### src/rtl/i2c_seq_pkg.sv
// Shared constants for the I2C command sequencer: register map, STATUS bit
// positions, FSM state encoding and the reset divisor.
package i2c_seq_pkg;

  localparam logic [2:0] ADDR_DATA   = 3'd0;
  localparam logic [2:0] ADDR_PUSH   = 3'd1;
  localparam logic [2:0] ADDR_DVSR   = 3'd2;
  localparam logic [2:0] ADDR_STATUS = 3'd3;
  localparam logic [2:0] ADDR_RSP    = 3'd4;
  localparam logic [2:0] ADDR_CTRL   = 3'd5;

  localparam int ST_BUSY      = 0;
  localparam int ST_CMD_FULL  = 1;
  localparam int ST_RSP_EMPTY = 2;
  localparam int ST_CMD_OVF   = 3;
  localparam int ST_RSP_OVF   = 4;
  localparam int ST_IRQ_PEND  = 5;
  localparam int ST_CMD_COUNT = 8;
  localparam int ST_RSP_COUNT = 16;

  localparam int CMD_RW_BIT = 24;

  localparam logic [15:0] DVSR_RESET = 16'd500;

  typedef enum logic [1:0] {
    S_IDLE,
    S_ISSUE,
    S_WAIT_START,
    S_WAIT_DONE
  } seq_state_t;

endpackage

### src/rtl/i2c_seq_fifo.sv
// Synchronous show-ahead FIFO with flush. A pop and a push in the same cycle
// are both honoured, even when the FIFO is full.
module i2c_seq_fifo #(
  parameter int WIDTH = 32,
  parameter int DEPTH = 4,
  localparam int AW = $clog2(DEPTH),
  localparam int CW = AW + 1
) (
  input  logic             clk,
  input  logic             reset,
  input  logic             flush,
  input  logic             push,
  input  logic             pop,
  input  logic [WIDTH-1:0] din,
  output logic [WIDTH-1:0] dout,
  output logic             full,
  output logic             empty,
  output logic [CW-1:0]    count
);

  logic [WIDTH-1:0] mem [DEPTH];
  logic [AW-1:0]    wr_ptr;
  logic [AW-1:0]    rd_ptr;
  logic             do_push;
  logic             do_pop;

  assign full    = (count == CW'(DEPTH));
  assign empty   = (count == '0);
  assign do_pop  = pop && !empty;
  assign do_push = push && (!full || do_pop);
  assign dout    = mem[rd_ptr];

  // NOTE: storage is deliberately not reset; the pointers and count alone
  // decide which entries are valid, so the array maps onto plain RAM.
  always_ff @(posedge clk) begin
    if (do_push && !flush) mem[wr_ptr] <= din;
  end

  always_ff @(posedge clk or posedge reset) begin
    if (reset) begin
      wr_ptr <= '0;
      rd_ptr <= '0;
      count  <= '0;
    end else if (flush) begin
      wr_ptr <= '0;
      rd_ptr <= '0;
      count  <= '0;
    end else begin
      if (do_push) wr_ptr <= wr_ptr + 1'b1;
      if (do_pop)  rd_ptr <= rd_ptr + 1'b1;
      case ({do_push, do_pop})
        2'b10:   count <= count + 1'b1;
        2'b01:   count <= count - 1'b1;
        default: ;
      endcase
    end
  end

endmodule

### src/rtl/i2c_cmd_sequencer.sv
// Avalon-MM command/response sequencer in front of the I2C byte engine.
// Optional interrupt logic is built only when I2C_SEQ_IRQ_EN is defined.
module i2c_cmd_sequencer #(
  parameter int          CMD_DEPTH  = 8,
  parameter int          RSP_DEPTH  = 4,
  parameter logic [15:0] DVSR_RESET = i2c_seq_pkg::DVSR_RESET
) (
  input  logic        clk,
  input  logic        reset,
  input  logic [2:0]  avs_address,
  input  logic        avs_write,
  input  logic [31:0] avs_writedata,
  input  logic        avs_read,
  output logic [31:0] avs_readdata,
  output logic        i2c_en,
  output logic [31:0] i2c_data,
  output logic [1:0]  i2c_byteEn,
  output logic [15:0] i2c_dvsr,
  input  logic [31:0] i2c_readData,
  input  logic        i2c_idle,
  output logic        irq
);
  import i2c_seq_pkg::*;

  localparam int CCW = $clog2(CMD_DEPTH) + 1;
  localparam int RCW = $clog2(RSP_DEPTH) + 1;

  seq_state_t  state, state_nxt;
  logic [1:0]  wait_cnt;
  logic [31:0] data_reg;
  logic [15:0] dvsr_reg;
  logic        cmd_ovf, rsp_ovf, irq_en, irq_pend;
  logic        launch, done, busy, flush_req;
  logic        wr_data, wr_push, wr_dvsr, wr_ctrl, rd_rsp;
  logic [33:0] cmd_dout;
  logic        cmd_full, cmd_empty, rsp_full, rsp_empty;
  logic [CCW-1:0] cmd_count;
  logic [RCW-1:0] rsp_count;
  logic [31:0] rsp_dout;
  logic        rsp_push;
  logic [31:0] rd_mux;

  assign wr_data   = avs_write && (avs_address == ADDR_DATA);
  assign wr_push   = avs_write && (avs_address == ADDR_PUSH);
  assign wr_dvsr   = avs_write && (avs_address == ADDR_DVSR);
  assign wr_ctrl   = avs_write && (avs_address == ADDR_CTRL);
  assign rd_rsp    = avs_read  && (avs_address == ADDR_RSP);
  assign busy      = (state != S_IDLE);
  assign flush_req = wr_ctrl && avs_writedata[2] && !busy;
  assign rsp_push  = done && i2c_data[CMD_RW_BIT];

  i2c_seq_fifo #(.WIDTH(34), .DEPTH(CMD_DEPTH)) u_cmd_fifo (
    .clk(clk), .reset(reset), .flush(flush_req),
    .push(wr_push), .pop(launch), .din({avs_writedata[1:0], data_reg}),
    .dout(cmd_dout), .full(cmd_full), .empty(cmd_empty), .count(cmd_count)
  );

  i2c_seq_fifo #(.WIDTH(32), .DEPTH(RSP_DEPTH)) u_rsp_fifo (
    .clk(clk), .reset(reset), .flush(flush_req),
    .push(rsp_push), .pop(rd_rsp), .din(i2c_readData),
    .dout(rsp_dout), .full(rsp_full), .empty(rsp_empty), .count(rsp_count)
  );

  always_ff @(posedge clk or posedge reset) begin
    if (reset) begin
      state    <= S_IDLE;
      wait_cnt <= '0;
    end else begin
      state    <= state_nxt;
      wait_cnt <= (state == S_WAIT_START && state_nxt == S_WAIT_START) ?
                  wait_cnt + 1'b1 : 2'd0;
    end
  end

  // NOTE: every signal is given a default before the case so no path leaves
  // it unassigned, which would otherwise infer a latch.
  always_comb begin
    state_nxt = state;
    launch    = 1'b0;
    done      = 1'b0;
    case (state)
      S_IDLE:
        if (!cmd_empty && i2c_idle && !flush_req &&
            (!cmd_dout[CMD_RW_BIT] || !rsp_full)) begin
          launch    = 1'b1;
          state_nxt = S_ISSUE;
        end
      S_ISSUE:      state_nxt = S_WAIT_START;
      S_WAIT_START:
        if (!i2c_idle)              state_nxt = S_WAIT_DONE;
        else if (wait_cnt == 2'd2)  state_nxt = S_ISSUE;
      S_WAIT_DONE:
        if (i2c_idle) begin
          done      = 1'b1;
          state_nxt = S_IDLE;
        end
      default: state_nxt = S_IDLE;
    endcase
  end

  // NOTE: registered state uses non-blocking assignments so every flop
  // samples pre-edge values regardless of statement order.
  always_ff @(posedge clk or posedge reset) begin
    if (reset) begin
      data_reg     <= '0;
      dvsr_reg     <= DVSR_RESET;
      i2c_en       <= 1'b0;
      i2c_data     <= '0;
      i2c_byteEn   <= '0;
      i2c_dvsr     <= DVSR_RESET;
      cmd_ovf      <= 1'b0;
      rsp_ovf      <= 1'b0;
      avs_readdata <= '0;
    end else begin
      i2c_en <= (state == S_ISSUE);
      if (wr_data) data_reg <= avs_writedata;
      if (wr_dvsr) dvsr_reg <= avs_writedata[15:0];
      // Divisor is sampled only at launch so it stays stable per transaction.
      if (launch) begin
        i2c_data   <= cmd_dout[31:0];
        i2c_byteEn <= cmd_dout[33:32];
        i2c_dvsr   <= dvsr_reg;
      end
      if (wr_ctrl && avs_writedata[1]) begin
        cmd_ovf <= 1'b0;
        rsp_ovf <= 1'b0;
      end
      if (wr_push && cmd_full && !launch)   cmd_ovf <= 1'b1;
      if (rsp_push && rsp_full && !rd_rsp)  rsp_ovf <= 1'b1;
      avs_readdata <= avs_read ? rd_mux : '0;
    end
  end

`ifdef I2C_SEQ_IRQ_EN
  always_ff @(posedge clk or posedge reset) begin
    if (reset) begin
      irq_en   <= 1'b0;
      irq_pend <= 1'b0;
    end else begin
      if (wr_ctrl) irq_en <= avs_writedata[0];
      if (wr_ctrl && avs_writedata[1]) irq_pend <= 1'b0;
      if (done) irq_pend <= 1'b1;
    end
  end
  assign irq = irq_en & irq_pend;
`else
  assign irq_en   = 1'b0;
  assign irq_pend = 1'b0;
  assign irq      = 1'b0;
`endif

  always_comb begin
    rd_mux = '0;
    case (avs_address)
      ADDR_DATA: rd_mux = data_reg;
      ADDR_DVSR: rd_mux = {16'd0, dvsr_reg};
      ADDR_STATUS: begin
        rd_mux[ST_BUSY]            = busy;
        rd_mux[ST_CMD_FULL]        = cmd_full;
        rd_mux[ST_RSP_EMPTY]       = rsp_empty;
        rd_mux[ST_CMD_OVF]         = cmd_ovf;
        rd_mux[ST_RSP_OVF]         = rsp_ovf;
        rd_mux[ST_IRQ_PEND]        = irq_pend;
        rd_mux[ST_CMD_COUNT +: 8]  = 8'(cmd_count);
        rd_mux[ST_RSP_COUNT +: 8]  = 8'(rsp_count);
      end
      ADDR_RSP:  rd_mux = rsp_empty ? 32'd0 : rsp_dout;
      ADDR_CTRL: rd_mux = {31'd0, irq_en};
      default:   ;
    endcase
  end

endmodule

### config.mk
export PLATFORM = sky130hd
export DESIGN_NAME = i2c_cmd_sequencer
export DESIGN_NICKNAME = d
export VERILOG_FILES = /design/src/rtl/i2c_seq_pkg.sv /design/src/rtl/i2c_seq_fifo.sv /design/src/rtl/i2c_cmd_sequencer.sv
export SDC_FILE = /design/constraint.sdc
export NUM_CORES = 1
export LEC_CHECK = 0
export BUFFER_PORTS_ARGS = -buffer_cell sky130_fd_sc_hd__buf_4
export CORE_MARGIN = 3
export CORE_UTILIZATION = 54
export CTS_CLUSTER_DIAMETER = 40
export DETAILED_ROUTE_END_ITERATION = 10
export GPL_TIMING_DRIVEN = 0
export PLACE_DENSITY = 0.83
export SETUP_SLACK_MARGIN = 0.2
export SKIP_LAST_GASP = 1
export SLEW_MARGIN = 25
export SYNTH_ARGS = -nofsm -noshare
export SYNTH_HDL_FRONTEND = slang
export SYNTH_SLANG_ARGS = --single-unit
### constraint.sdc
create_clock -name clk -period 5 [get_ports clk]
set_clock_uncertainty 0.2 [all_clocks]
set_input_delay 0.5 -clock clk [delete_from_list [all_inputs] [get_ports clk]]
set_output_delay 0.5 -clock clk [all_outputs]
set_load 0.02 [all_outputs]
Word-level counts from Yosys, hierarchy flattened
Memories as Yosys holds them, arrays and structs flattened.
Index checks and enable logic that the tools add are counted.
{"block": "word_totals", "reg_bits": 154, "mem_bits_rw": 400, "input_bits": 72, "output_inout_bits": 84, "word_cells": 127, "memories": 2}
{"memory": "u_cmd_fifo.mem", "depth": 8, "width": 34, "rd": 1, "rd_clocked_by_memory_dff": 0, "write_ports": 1, "line": "i2c_seq_fifo.sv:21", "rtl": "logic [WIDTH-1:0] mem [DEPTH];"}
{"memory": "u_rsp_fifo.mem", "depth": 4, "width": 32, "rd": 1, "rd_clocked_by_memory_dff": 0, "write_ports": 1, "line": "i2c_seq_fifo.sv:21"}
{"block": "classes", "add_sub_neg": 9, "eq_ne": 16, "muxes": 35, "reduce_logical": 48}
{"op": "32-bit 2-to-1 mux", "n": 2}
{"op": "16-bit case mux with 4 select lines", "n": 1}
{"op": "6-bit case mux with 4 select lines", "n": 1}
{"op": "1-bit logical AND", "n": 23}
{"op": "2-bit 2-to-1 mux", "n": 9}
{"op": "8-bit case mux with 2 select lines", "n": 1}
{"op": "3-bit 2-to-1 mux", "n": 5}
{"op": "2-bit nonzero test", "n": 7}
{"op": "2-bit equality test (second input constant)", "n": 6}
{"op": "1-bit 2-to-1 mux", "n": 11}
{"op": "3-bit by 1-bit adder with 3-bit output (second input constant)", "n": 3}
{"op": "3-bit equality test (second input constant)", "n": 3}
{"op": "1-bit logical NOT", "n": 9}
{"op": "2-bit case mux with 4 select lines", "n": 1}
{"op": "4-bit case mux with 2 select lines", "n": 1}
{"op": "2-bit by 1-bit adder with 2-bit output (second input constant)", "n": 3}
{"op": "2-bit by 1-bit equality test with 1-bit output (second input constant)", "n": 3}
{"op": "3-bit by 2-bit equality test with 1-bit output (second input constant)", "n": 2}
{"op": "3-bit logical NOT", "n": 2}
{"op": "2-bit case mux with 3 select lines", "n": 1}
{"op": "3-bit case mux with 2 select lines", "n": 1}
{"op": "3-bit nonzero test", "n": 2}
{"op": "4-bit by 1-bit adder with 4-bit output (second input constant)", "n": 1}
{"op": "4-bit equality test (second input constant)", "n": 1}
{"op": "7 further kinds", "n": 9}

Logic depth before layout (Yosys ltp)
Gate-level depths: netlist (run 1).
{"block": "depth", "ltp_word": 15, "depth_mapped": 12, "ltp_nobuf": 10}

Cells and area by module
From an unflattened synthesis (run 1), not the netlist that was laid out.
{"block": "unflattened", "hier_cells": 1111, "hier_area_um2": 21864.7}
{"module": "i2c_seq_fifo (u_cmd_fifo)", "n_inst": 1, "cells_per_inst": 472, "area_per_inst_um2": 10955.5, "seq_area_each_um2": 8418.1}
{"module": "i2c_cmd_sequencer", "n_inst": 1, "cells_per_inst": 406, "area_per_inst_um2": 5720.5, "seq_area_each_um2": 3443.3}
{"module": "i2c_seq_fifo (u_rsp_fifo)", "n_inst": 1, "cells_per_inst": 233, "area_per_inst_um2": 5188.7, "seq_area_each_um2": 4018.9}

Worst setup path before layout (run 1)
Ideal clock, no wire load.
{"block": "synth_timing", "path_type": "input to register", "from": "input port avs_address[2]", "to": "memory u_cmd_fifo.mem[0][0], enable pin", "setup_time_ps": 467, "arrival_time_ps": 4232, "required_ps": 4333, "slack_ps": 101, "cell_stages": 7, "path_buffers": 1, "cell_sequence": "clkbuf_1 and4b_1 a221oi_4 o21ai_4 a21oi_1 nand2b_1 nor3_1"}
{"block": "synth_between", "elab_chain_cells": 15, "elab_cells_between_ends": 17, "classes_between": "eq/ne (2); mux (4); reduce/logical (11)"}
{"item": "from (decl)", "line": "i2c_cmd_sequencer.sv:10", "rtl": "input logic [2:0] avs_address,"}
{"item": "3-bit equality test", "line": "i2c_cmd_sequencer.sv:46", "rtl": "assign wr_ctrl = avs_write && (avs_address == ADDR_CTRL);"}
{"item": "1-bit logical AND", "line": "i2c_cmd_sequencer.sv:46"}
{"item": "1-bit logical AND (2 in a row)", "line": "i2c_cmd_sequencer.sv:49", "rtl": "assign flush_req = wr_ctrl && avs_writedata[2] && !busy;"}
{"item": "1-bit logical NOT", "line": "i2c_seq_fifo.sv:36, i2c_cmd_sequencer.sv:83"}
{"item": "1-bit logical AND (2 in a row)", "line": "i2c_cmd_sequencer.sv:83", "rtl": "if (!cmd_empty && i2c_idle && !flush_req &&"}
{"item": "1-bit 2-to-1 mux", "line": "i2c_cmd_sequencer.sv:83"}
{"item": "1-bit 2-to-1 mux", "line": "i2c_cmd_sequencer.sv:81", "rtl": "case (state)"}
{"item": "1-bit logical AND", "line": "i2c_seq_fifo.sv:29", "rtl": "assign do_pop = pop && !empty;"}
{"item": "1-bit logical OR", "line": "i2c_seq_fifo.sv:30", "rtl": "assign do_push = push && (!full || do_pop);"}
{"item": "1-bit logical AND", "line": "i2c_seq_fifo.sv:30"}
{"item": "1-bit logical AND (*)", "line": "i2c_seq_fifo.sv:36", "rtl": "if (do_push && !flush) mem[wr_ptr] <= din;"}
{"item": "1-bit 2-to-1 mux (*)", "line": "i2c_seq_fifo.sv:36"}
{"item": "1-bit 2-to-1 mux (implied by the code) (*)", "line": "i2c_seq_fifo.sv:36"}
{"item": "to (decl)", "line": "i2c_seq_fifo.sv:21"}
Mark *: on every way between the ends. The rest lies on a longest branch, timed or not.

Worst setup path in the final report (run 1)
{"block": "layout_timing", "from": "register state[0]", "to": "memory u_cmd_fifo.mem[1][31], enable pin"}
{"block": "layout_between", "elab_chain_cells": 14, "elab_cells_between_ends": 15, "classes_between": "mux (4); reduce/logical (11)"}
{"item": "from (decl)", "line": "i2c_cmd_sequencer.sv:28", "rtl": "seq_state_t state, state_nxt;"}
{"item": "from (signal assigned)", "line": "i2c_cmd_sequencer.sv:69", "rtl": "state <= state_nxt;"}
{"item": "2-bit nonzero test", "line": "i2c_cmd_sequencer.sv:48", "rtl": "assign busy = (state != S_IDLE);"}
{"item": "1-bit logical NOT", "line": "i2c_cmd_sequencer.sv:49"}
{"item": "1-bit logical AND", "line": "i2c_cmd_sequencer.sv:49"}
{"item": "1-bit logical NOT", "line": "i2c_seq_fifo.sv:36, i2c_cmd_sequencer.sv:83"}
{"item": "1-bit logical AND (2 in a row)", "line": "i2c_cmd_sequencer.sv:83"}
{"item": "1-bit 2-to-1 mux", "line": "i2c_cmd_sequencer.sv:83"}
{"item": "1-bit 2-to-1 mux", "line": "i2c_cmd_sequencer.sv:81"}
{"item": "1-bit logical AND", "line": "i2c_seq_fifo.sv:29"}
{"item": "1-bit logical OR", "line": "i2c_seq_fifo.sv:30"}
{"item": "1-bit logical AND", "line": "i2c_seq_fifo.sv:30"}
{"item": "1-bit logical AND (*)", "line": "i2c_seq_fifo.sv:36"}
{"item": "1-bit 2-to-1 mux (*)", "line": "i2c_seq_fifo.sv:36"}
{"item": "1-bit 2-to-1 mux (implied by the code) (*)", "line": "i2c_seq_fifo.sv:36"}
Marks and branches as above.

==> reports/metrics.yaml, run 1 <==
path_common_cell: "buf_6"
critPathTopFamily: "simple AND/OR/NAND/NOR gates"
startpoint_type: "flop"
cp_cell_sequence: "or3b_2, a221oi_4, o21ai_4, a21oi_1, nand2_1, nor3_4, buf_6, buf_8, buf_6"
post-route-drc-count: 0
io_pins: 156
cp_max_fo: 12
ant_nets: 0
path_buf_inv: 3
setup_ws_ns: 1.074
netlist_instances: 1123
area_delta_synth_final_pct: 22.66
setup-tns-final_ns: 0
netlist_top_cells_area: "edfxtp_1 (56%), dfrtp_1 (17%), mux4_2 (10%), mux2_2 (3.8%), mux2i_1 (1.9%)"
yosys.area.top_type: "edfxtp_1"
core_area_mm2: 0.03883
grt_max_degree: 33
drt_iter0_drc: 1314
syn-num-nets: 1205
status: "finished clean"
tritoncts.num_buffers: 53
power.density_mw_per_mm2: 523.1
slew_violations: 0
min_delay_path_depth: 1
synthFlopType: "edfxtp_1"
netlist.area_leader.share: 0.5643
cts.sinks: 554
synthArstFlopShare: 0.2780
antenna_found_initial: 0
diodes: 0
syn_area_mm2: 0.02128
root_buffer: "clkbuf_16"
ys_seq_area_frac: 0.7461
finalWeightedCongestion: 0.8986
tritoncts: "done"
drive_gt1_frac: 0.3313
path_class: "reg2reg"
grt_usage: 0.2591
ys_ff_latch: 554
setup_viol_count_final: 0
slowest_delay_ns: 0.54
clk_latency_ns: 0.58
viasPerCell: 6.072
post_drt_wl_per_cell_um: 26.99
synth_cell_type_count: 51
die_x_um: 204.5
vias: 12034
largest_register_ffs: 272
clkTransAtPathRegs_ns: 0.07
drt_first_pass_iters: 6
largestRegisters: "u_cmd_fifo.mem: 272 flops, u_rsp_fifo.mem: 128 flops"
hold_viol: 0
tightest_slew_ns: 0.9278
gr-total-overflow: 0
m1WireLength_mm: 19.38
num_rows: 72
dieArea_mm2: 0.04183
synthTopCellsByCount: "edfxtp_1 (400), dfrtp_1 (142), mux4_2 (99)"
synth.avg_cell_area_um2: 18.95
routed-wl-met3_mm: 4.056
ys_warn_count: 0
worst_r2r_path_depth: 9
synth_edf_count: 400
arrival_ns: 4.00
final_util: 0.6724
grt_pass1_vias: 12626
start_util: 0.5482
fin_crit_sh: 0.7853
finish.net_count: 1501
met2_length_mm: 28.08
p_leak_nw: 9.566
die_h_um: 204.5
port_buffers: 153
critPathSlowestCell: "or3b_2"
largest_register: "u_cmd_fifo.mem"
worstPathRequired_ns: 5.07
peakVddDrop_mv: 0.3176
hpwl_mm: 32.43
path_depth: 9
fin_hold_ws_ns: 0.02749
clock_path_buffers: 3
pre_cts_ws_ns: 1.032
totalWireLength_mm: 53.49
routed.top_layer: "met4"
yosysMostFrequentCell: "edfxtp_1"
grt_pass1_wl_mm: 80.32
drv_cap: 0
rsz0062_at_grt: "false"
hold_path_class: "in2reg"
timing.slew.headroom: 0.3815
end_kind: "flop"
ctsHtreeMaxLevel: 2
max_freq_mhz: 254.7
period_needed_ns: 3.926
power breakdown:
part	switching (W)	internal, W
sequential	0.000505	0.00555
clock	0.00174	0.00241
combinational	0.00185	0.00160
stage by stage:
step	power [W]	instance area, um2	instances
6_report	0.01366	26110	1982
5_1_grt	0.01415	26110	1982
4_1_cts	0.01364	26110	1982
3_5_place_dp	0.009435	23670	1819
3_3_place_gp	0.009271	23090	1794
2_1_floorplan	0.008192	21300	1123
kinds of logic after synthesis:
group	synth area share
other	0.0001762
buffers and inverters	0.01558
adders and majority gates	0.006231
AOI/OAI and AO/OA	0.03292
muxes	0.1618
and+or+nand+nor	0.03351
xor gates and xnor gates	0.003703
DFF	0.7461
final cells by class:
class                           instances  area (um2)
Fill cell                            2257       12720
Inverter                               11       45.04
Sequential cell                       554       15880
Buffer                                 64       291.5
Timing Repair Buffer                  241        2290
Clock inverter                         31       337.8
Clock buffer                           69        1470
Multi-Input combinational cell        494        5145
Tap cell                              518       648.1
layer usage:
metal / track usage / vias to the layer above
met5: 0 / -
met4: 0.08995 / 0
met3: 0.04592 / 145
met2: 0.4553 / 687
met1: 0.3284 / 6204
li1: - / 4998
repair_timing:
action,4_1_cts,5_1_grt
setup buffers,0,0
endpoints found under the setup margin,0,0
hold buffers,63,0
resized for setup,0,0
endpoints found under the hold margin,223,0
final timing paths:
check	start	endpoint	slack (ns)
min	avs_writedata[1]	u_cmd_fifo.mem[0][33]$_DFFE_PP_	0.03
max reg2reg	state[0]$_DFF_PP0_	u_cmd_fifo.mem[1][31]$_DFFE_PP_	1.07
max in group asynchronous	reset	dvsr_reg[4]$_DFFE_PP1P_	3.56
min in group asynchronous	reset	i2c_byteEn[0]$_DFFE_PP0N_	0.26
max	state[0]$_DFF_PP0_	u_cmd_fifo.mem[1][31]$_DFFE_PP_	1.07
min reg2reg	wait_cnt[0]$_DFF_PP0_	wait_cnt[0]$_DFF_PP0_	0.28
placed cells by master (no fill, tap or decap), types with 42 or more instances in the layout:
master,netlist,routed
buf_4,6,159
nand2_1,56,56
dfrtp_1,142,142
mux2_2,71,71
dlygate4sd3_1,0,63
nor2_1,57,51
mux4_2,99,99
clkbuf_16,0,56
o21ai_0,42,42
edfxtp_1,400,400
clkbuf_1,35,45
Power figures use the tool's default switching activity.
==> run 2: changes to the inputs <==
==> constraint.sdc (replaced) <==
create_clock -name clk -period 3.55 [get_ports clk]
set_clock_uncertainty 0.2 [all_clocks]
set_input_delay 0.355 -clock clk [delete_from_list [all_inputs] [get_ports clk]]
set_output_delay 0.355 -clock clk [all_outputs]
set_load 0.02 [all_outputs]
==> run 2 against run 1 <==
  * Die area did not move
  * Largest power group unchanged
  * Critical path type unchanged
  * Clock power up 41%
  * Register-to-register slack worse by 0.88 ns
  * Design area increased by 0.60%
  * Sequential cell count unchanged
==> reports/metrics.yaml, run 2 (same netlist as run 1, synthesis figures left out) <==
nFillCells: 2212  # -2.0%
vias: 12169  # +1.1%
status: "finished clean"
arrival_ns: 3.63  # -0.37 ns
power.density_mw_per_mm2: 736.2  # +41%
port_buffers: 153  # unchanged
drt_first_pass_iters: 7  # +1
die_h_um: 204.5  # unchanged
hold_viol: 0  # unchanged
hpwl_mm: 32.43  # unchanged
path_class: "reg2reg"
viasPerCell: 6.091  # +0.31%
clock_path_buffers: 3  # unchanged
totalWireLength_mm: 54.35  # +1.6%
end_kind: "flop"
grt_max_degree: 33  # unchanged
critPathSlowestCell: "mux4_2"
startpoint_type: "flop"
path_buf_inv: 3  # unchanged
period_needed_ns: 3.356  # -0.5700 ns
clk_latency_ns: 0.59  # about the same
slew_violations: 0  # unchanged
core_area_mm2: 0.03883  # unchanged
dp_cells: 1819  # unchanged
start_util: 0.5482  # unchanged
dieArea_mm2: 0.04183  # unchanged
num_rows: 72  # unchanged
largest_register: "u_cmd_fifo.mem"
slowest_delay_ns: 0.56  # +0.02 ns
max_freq_mhz: 298.0  # +17%
rsz0062_at_grt: "true"
finish.net_count: 1516  # +1.0%
worstPathRequired_ns: 3.82  # -1.25 ns
io_pins: 156  # unchanged
largestRegisters: "u_cmd_fifo.mem: 272 flops, u_rsp_fifo.mem: 128 flops"
ant_nets: 0  # unchanged
tightest_slew_ns: 0.9889  # +0.06110 ns
antenna_found_initial: 1  # +1
hold_path_class: "in2reg"
tritoncts.num_buffers: 53  # unchanged
cp_cell_sequence: "buf_6, mux2i_1, mux4_2, o21ai_4, buf_6, nor2_1, ha_1, inv_1, nor2_1, nor4_2, a311oi_1, a211oi_1"
grt_usage: 0.2607  # +0.001667
area_delta_synth_final_pct: 23.40
cts.sinks: 554  # unchanged
grt_pass1_wl_mm: 80.74  # +0.52%
peakVddDrop_mv: 0.4483  # +41%
finalWeightedCongestion: 0.8986  # unchanged
layout_commonest_cell: "edfxtp_1"
timing.slew.headroom: 0.3407  # -0.04073
ctsHtreeMaxLevel: 2  # unchanged
p_leak_nw: 9.658  # +0.96%
post-route-drc-count: 0  # unchanged
multi_input_area_mm2: 0.005172  # +0.54%
drt_iter0_drc: 1449  # +10%
tritoncts: "done"
register_area_mm2: 0.01588  # unchanged
drv_cap: 0  # unchanged
largest_register_ffs: 272  # unchanged
clkTransAtPathRegs_ns: 0.06  # about the same
power.total_w: 0.01934  # +42%
fin_crit_sh: 0.9454  # +0.1602
final_cell_mix: "edfxtp_1 (400), buf_4 (170), dfrtp_1 (142)"
gr-total-overflow: 0  # unchanged
critPathTopFamily: "multiplexers"
setup_viol_count_final: 0  # unchanged
die_x_um: 204.5  # unchanged
drive_gt1_frac: 0.3387  # +0.007458
finalNonFillerCells: 1998  # +0.81%
grt_pass1_vias: 12712  # +0.68%
post_drt_wl_per_cell_um: 27.20  # +0.80%
cp_max_fo: 10  # -2
root_buffer: "clkbuf_16"
-- run 2: cell count changes in the layout (fill, tap and decap cells not counted), sizes merged --
| cell | before | now |
|---|---|---|
| dlygate4sd3 | 63 | 66 |
| diode | 0 | 1 |
| buf | 207 | 219 |
-- run 2: report_power, final --
group | leakage, nW | switching, W | total, W | internal, W
logic | 3.25 | 0.00265 | 0.00493 | 0.00228
registers | 5.53 | 0.000720 | 0.00854 | 0.00782
clock network | 0.879 | 0.00248 | 0.00587 | 0.00339
total | 9.66 | 0.00585 | 0.0193 | 0.0135
-- run 2: final timing paths --
check                                                       from  slack [ns]                         endpoint  depth (start not counted)
worst min register to register             wait_cnt[0]$_DFF_PP0_        0.28            wait_cnt[0]$_DFF_PP0_                          1
worst max register to register  u_cmd_fifo.rd_ptr[1]$_DFFE_PP0P_        0.19  u_cmd_fifo.count[3]$_DFFE_PP0P_                         12
worst min-delay path                                    avs_read        0.03        avs_readdata[7]$_DFF_PP0_                          4
max in group asynchronous                                  reset        2.25          dvsr_reg[4]$_DFFE_PP1P_                          5
worst max-delay path            u_cmd_fifo.rd_ptr[1]$_DFFE_PP0P_        0.19  u_cmd_fifo.count[3]$_DFFE_PP0P_                         12
min in group asynchronous                                  reset        0.11               state[0]$_DFF_PP0_                          3
-- run 2: metrics by stage --
step | util | area [um2] | setup TNS, ns | hold slack [ns] | setup WS [ns]
after CTS | 0.6750 | 26210 | 0 | 0.02666 | 0.1440
after detailed placement | 0.6096 | 23670 | -6.974 | 0.1482 | -0.2729
after global routing | 0.6765 | 26270 | 0 | 0.04724 | 0.09635
final | 0.6765 | 26270 | 0 | 0.02871 | 0.1938
after global placement | 0.5948 | 23090 | -508.36 | 0.2192 | -1.952
after floorplan | - | 21300 | -71.00 | 0.2088 | -0.3016
-- run 2: layer usage --
metal  GRT usage  vias up  part of all wire
met3     0.05117      156             0.080
li1            -     5028                 -
met4     0.09216        0             0.037
met2      0.4530      794              0.52
met5           0        -                 0
met1      0.3312     6191              0.36
-- run 2: layout make-up --
type | instances | share of cell area
Antenna cell | 1 | 0.00009527
Buffer | 64 | 0.01124
Clock buffer | 69 | 0.05597
Clock inverter | 31 | 0.01286
Inverter | 11 | 0.001715
Multi-Input combinational cell | 494 | 0.1969
Sequential cell | 554 | 0.6046
Tap cell | 518 | 0.02468
Timing Repair Buffer | 256 | 0.09189
-- run 2: what timing repair did --
action	4_1_cts	5_1_grt
endpoints found under the setup margin	189	106
hold buffers	66	0
gates resized for setup	2	6
setup buffers	9	3
hold endpoints to repair	250	0
pin swaps	7	3
-- run 2: tightest hold or removal path: stages --
cell and delay [ns]:
buf_4 0.13, a21boi_0 0.13, nand2_1 0.09, nor2_1 0.06
